**config.mk**
```make
export PLATFORM = sky130hd
export DESIGN_NAME = image_window_gen
export DESIGN_NICKNAME = d
export VERILOG_FILES = /design/src/rtl/image_window_gen.sv
export SDC_FILE = /design/constraint.sdc
export NUM_CORES = 1
export LEC_CHECK = 0
export ABC_AREA = 1
export BUFFER_PORTS_ARGS = -buffer_cell sky130_fd_sc_hd__buf_2
export CORE_ASPECT_RATIO = 0.5
export CORE_MARGIN = 2
export CORE_UTILIZATION = 49
export DETAILED_ROUTE_END_ITERATION = 10
export PLACE_DENSITY = 0.79
export SYNTH_ARGS = -nofsm -noshare
export SYNTH_HDL_FRONTEND = slang
export SYNTH_SLANG_ARGS = --single-unit
export TNS_END_PERCENT = 30
```
**constraint.sdc**
```tcl
create_clock -name clk -period 4.36 [get_ports clk]
set_input_delay 0.218 -clock clk [delete_from_list [all_inputs] [get_ports clk]]
set_output_delay 0.218 -clock clk [all_outputs]
set_load 0.01 [all_outputs]
```
**src/rtl/image_window_gen.sv**
```systemverilog
// image_window_gen
//   Collects one 3x3 image in raster order and then presents its four
//   overlapping 2x2 windows one at a time over a valid/ready handshake.
//
// Ports
//   clk         single clock, rising edge
//   rst         synchronous reset, active low
//   pix_in      incoming pixel (raster order)
//   pix_valid   pix_in is valid
//   pix_ready   block can take a pixel this cycle (LOAD)
//   win_pixels  {bottom-right, bottom-left, top-right, top-left}, 0 when idle
//   win_valid   window outputs are valid (EMIT)
//   win_ready   downstream takes the window
//   win_idx     window position 0..3 = (r0,c0),(r0,c1),(r1,c0),(r1,c1)
//   win_last    high with the final window of the frame
//   frame_done  one-cycle pulse after the final window is taken
//   win_sum     (only with IMAGE_WINDOW_GEN_SUM_EN) unsigned sum of the
//               four window pixels, 0 when idle
//
// Build option
//   IMAGE_WINDOW_GEN_SUM_EN  adds the win_sum output.
//
// state | meaning
// ------+---------------------------------------------
// LOAD  | accepting pixels until all 9 are buffered
// EMIT  | presenting windows 0..3, buffer frozen

module image_window_gen #(
  parameter int PIX_W = 8
) (
  input  logic               clk,
  input  logic               rst,
  input  logic [PIX_W-1:0]   pix_in,
  input  logic               pix_valid,
  output logic               pix_ready,
  output logic [4*PIX_W-1:0] win_pixels,
  output logic               win_valid,
  input  logic               win_ready,
  output logic [1:0]         win_idx,
  output logic               win_last,
  output logic               frame_done
`ifdef IMAGE_WINDOW_GEN_SUM_EN
  ,
  output logic [PIX_W+1:0]   win_sum
`endif
);

  typedef enum logic {LOAD, EMIT} state_t;

  state_t           state, state_nxt;
  logic [3:0]       count;
  logic [1:0]       idx;
  logic [PIX_W-1:0] pix_buf [9];
  logic             pix_xfer;
  logic             win_xfer;
  logic [3:0]       base;
  logic [PIX_W-1:0] tl, tr, bl, br;

  assign pix_xfer = pix_valid && (state == LOAD);
  assign win_xfer = win_ready && (state == EMIT);

  always_ff @(posedge clk) begin
    if (!rst) state <= LOAD;
    else      state <= state_nxt;
  end

  always_comb begin
    state_nxt = state;
    pix_ready = 1'b0;
    win_valid = 1'b0;
    case (state)
      LOAD: begin
        pix_ready = 1'b1;
        if (pix_xfer && count == 4'd8) state_nxt = EMIT;
      end
      EMIT: begin
        win_valid = 1'b1;
        if (win_xfer && idx == 2'd3) state_nxt = LOAD;
      end
      default: state_nxt = LOAD;
    endcase
  end

  always_ff @(posedge clk) begin
    if (!rst) begin
      count      <= '0;
      idx        <= '0;
      frame_done <= 1'b0;
      for (int i = 0; i < 9; i++) pix_buf[i] <= '0;
    end else begin
      frame_done <= win_xfer && (idx == 2'd3);
      if (pix_xfer) begin
        pix_buf[count] <= pix_in;
        count          <= (count == 4'd8) ? 4'd0 : count + 4'd1;
      end
      // idx wraps 3 -> 0, so the next frame starts at window 0
      if (win_xfer) idx <= idx + 2'd1;
    end
  end

  // Top-left buffer index of the current window: row*3 + col
  assign base = (idx[1] ? 4'd3 : 4'd0) + {3'b000, idx[0]};
  assign tl   = pix_buf[base];
  assign tr   = pix_buf[base + 4'd1];
  assign bl   = pix_buf[base + 4'd3];
  assign br   = pix_buf[base + 4'd4];

  assign win_pixels = win_valid ? {br, bl, tr, tl} : '0;
  assign win_idx    = idx;
  assign win_last   = win_valid && (idx == 2'd3);

`ifdef IMAGE_WINDOW_GEN_SUM_EN
  assign win_sum = win_valid ? ({2'b00, tl} + {2'b00, tr} + {2'b00, bl} + {2'b00, br}) : '0;
`endif

endmodule

```
==> flow_summary_export.csv <==
group,metric,value,unit
global_routing,overflow,0,
pwr,clock_power_share,46.7,%
worst_setup_path,ff2ff_setup_slack,1930,ps
synth,synth_edf_count,128,
synth,synth_area_leader_cell,"edfxtp_1",
floorplanning,die_area,17000,um2
detailed_routing,vias,7520,
global_routing,grt_pass1_wl,39100,um
placement,place_congestion,1.02,
clock_network,cts_resized,0,
sta,setup_violations,0,
synth,ys_async_sr_fraction,0,%
worst_setup_path,cp.required,4140,ps
synth,synth_compound_area_share,1.97,%
clock_network,cts_tree,"built",
worst_setup_path,critPathTopFamily,"buffers and inverters",
clock_network,cts.sinks,136,
placement,io_buffers,49,
worst_setup_path,ff2ff_path_depth,5,
clock_network,hold_buffers,0,
final_layout,drive_gt1_share,10.6,%
floorplanning,rows,32,
worst_setup_path,worstPathArrival,3300,ps
synth,synth_xor_xnor_area_share,0.225,%
synth,ys_ff_latch,136,
pwr,sw_frac_of_total,24.4,%
sta,timing.final.hold_violations,0,
pwr,ir_drop,0.000252,V
synth,syn_area,7800,um2
detailed_routing,wl_per_cell,20.5,um
pwr,power_frac_comb,4.1,%
floorplanning,core,15500,um2
worst_setup_path,cpMostUsedCell,"nand3_1",
worst_setup_path,critPathMaxFanout,87,
floorplanning,pin_count,50,
synth,syn_area_per_cell,7.92,um2
detailed_routing,drc,0,
clock_network,clock_path_buffers,2,
clock_network,htree_num_levels,4,
worst_setup_path,path_buf_inv,3,
final_layout,nets,1028,
detailed_routing,drt_pass1_iterations,6,
worst_setup_path,path_class,"reg2out",
pwr,netSwitchingPower,738,uW
clock_network,clk_latency,430,ps
synth,ys_dominant_reg_cell,"edfxtp_1",
worst_setup_path,slowest_delay,750,ps
sta,grt_setup_unrepaired,"false",
synth,synth_cell_types,25,
floorplanning,die_x,182,um
global_routing,grt_max_degree,88,
flow_run,drv_cap,0,
sta,fin_ws,846,ps
pwr,powerDensity,350,nW/um2
clock_network,root_buffer,"clkbuf_16",
global_routing,track_usage,30.7,%
detailed_routing,drt_iter0_drc,1495,
synth,synth.top_cells.by_area,"edfxtp_1 (49%), nand2_1 (16%), nand3_1 (15%)",
global_routing,grt_pass1_vias,7097,
detailed_routing,wirelength,25100,um
worst_setup_path,crit_cells,10,
min_path,hold_class,"in2reg",
detailed_routing,vias_per_cell,6.15,
pwr,power.internal,2.28,mW
floorplanning,start_util,50.3,%
sta,max_clock_freq,285,MHz
sta,min_period,3510,ps
pwr,leakage,3.61,nW
sta,worst_pin_slew,1220,ps
sta,fin_worst_skew,9.07,ps
worst_setup_path,startpoint_type,"register",
run_status,status,"completed",
clock_network,clk_pin_slew,60,ps
sta,relSlewSlack,18.5,%
synth,synth_fa_ha_area_share,1.60,%
detailed_routing,antenna_left,0,
clock_network,post_cts_buffers,0,
synth,ys_warn_count,0,
global_routing,antenna_found_initial,1,
clock_network,numCtsBuffers,17,
pwr,pwr-share-seq,49.2,%
final_layout,syn_to_final_growth,10.9,%
placement,hpwlAfterDp,16600,um
synth,synthCells,985,
placement,dp_slack,1460,ps
synth,muxShareOfSynthArea,0,%
synth,seq_area_frac_synth,51.3,%
synth,synth-simple-area-share,39.3,%
sta,fin_setup_tns,0,ps
worst_setup_path,cp_cell_sequence,"inv_1, ha_4, buf_4, nand2_1, nand3_1, nand3_1, nand3_1, nand2_1, nor2_1, buf_2",
worst_setup_path,crit_path_top_delay_cell,"buf_4",
synth,synth_top_family_by_area,"simple AND/OR/NAND/NOR gates",
synth,synth_top_area_share,49.3,%
sta,whs,54.5,ps
worst_setup_path,critPathCaptureType,"primary output",
synth,synth.net_count,1007,
sta,final.period_utilization,80.6,%
final_layout,diodes,0,
sta,report.final.slew_viol_count,0,
min_path,holdPathStages,3,
floorplanning,die_y,93.2,um
[synthesized netlist by cell type (5+ instances only)]
master and n:
nand2_2 9, nand2_1 328, nor2_1 147, o22ai_1 8, buf_2 29, clkbuf_1 8
edfxtp_1 128, dfxtp_1 8, buf_4 5, buf_6 7, clkinv_1 9, nand3_1 231
buf_1 5, ha_1 10, inv_1 20, o21ai_0 12
[power groups by stage]
stage / combinational (mW) / clock, mW / sequential [mW]
floorplan: 0.0739 / 0 / 1.50
global placement: 0.114 / 0 / 1.51
detailed placement: 0.119 / 0 / 1.51
CTS: 0.120 / 1.40 / 1.48
global route: 0.135 / 1.46 / 1.49
finish: 0.124 / 1.41 / 1.49
[tightest hold or removal path, cell delays in order]
cell    delay [ps]
buf_2          100
inv_1           60
nor3_1          50
[cells by family (layout without fill, tap and decap cells)]
family / count (synthesis) / count (layout)
and+or+nand+nor: 724 / 724
DFF: 136 / 136
buffers and inverters: 87 / 121
AOI/OAI and AO/OA: 26 / 26
adders and majority gates: 10 / 10
xor gates and xnor gates: 2 / 2
[cells in the final DEF (no fill, tap or decap), drive strengths merged]
cell	instances
inv	28
o211ai	1
buf	56
nand4	1
o22ai	8
nand2	337
clkbuf	17
bufinv	1
nor2	149
edfxtp	128
nor3	4
nand3	233
dfxtp	8
o21ai	13
xor2	2
a21oi	4
ha	10
clkinv	18
clkinvlp	1
[final cells by class]
class	instances	area [um2]
clock buffer	17	425
clock inverter	15	145
fill	1280	6850
inverter	33	124
multi-input combinational	762	3380
sequential	136	4000
tap	204	255
timing repair buffer	56	310
[final timing paths]
kind,from,to
worst max register to register,state$_SDFF_PN0_,pix_buf[14][4]$_DFFE_PP_
worst min-delay path,win_ready,frame_done$_SDFF_PN0_
worst max-delay path,win_idx[0]$_SDFFE_PN0N_,win_pixels[20]
worst min register to register,count[0]$_SDFFE_PN0N_,count[0]$_SDFFE_PN0N_
[sequential cells by signal (all words and copies together) (netlist names)]
| register | flops |
|---|---|
| count | 4 |
| pix_buf | 128 |
| win_idx | 2 |
| frame_done | 1 |
| state | 1 |
[layer usage]
layer  routed length, um  vias to the layer above  global-route usage, %
li1                    -                     3345                      -
met1                9220                     3458                   39.2
met2               11200                      584                   48.2
met3                3450                      133                   9.11
met4                1290                        0                   15.3
met5                   0                        -                      0
[through the flow]
step,power (mW),instance area (um2),cells,utilization [%]
6_report,3.02,8650,1223,55.8
5_1_grt,3.08,8650,1223,55.8
4_1_cts,3.00,8650,1223,55.8
3_5_place_dp,1.63,8080,1191,52.1
3_3_place_gp,1.62,8080,1191,52.1
2_1_floorplan,1.57,7800,985,-
Note: power is estimated with default switching activity, not from simulation.
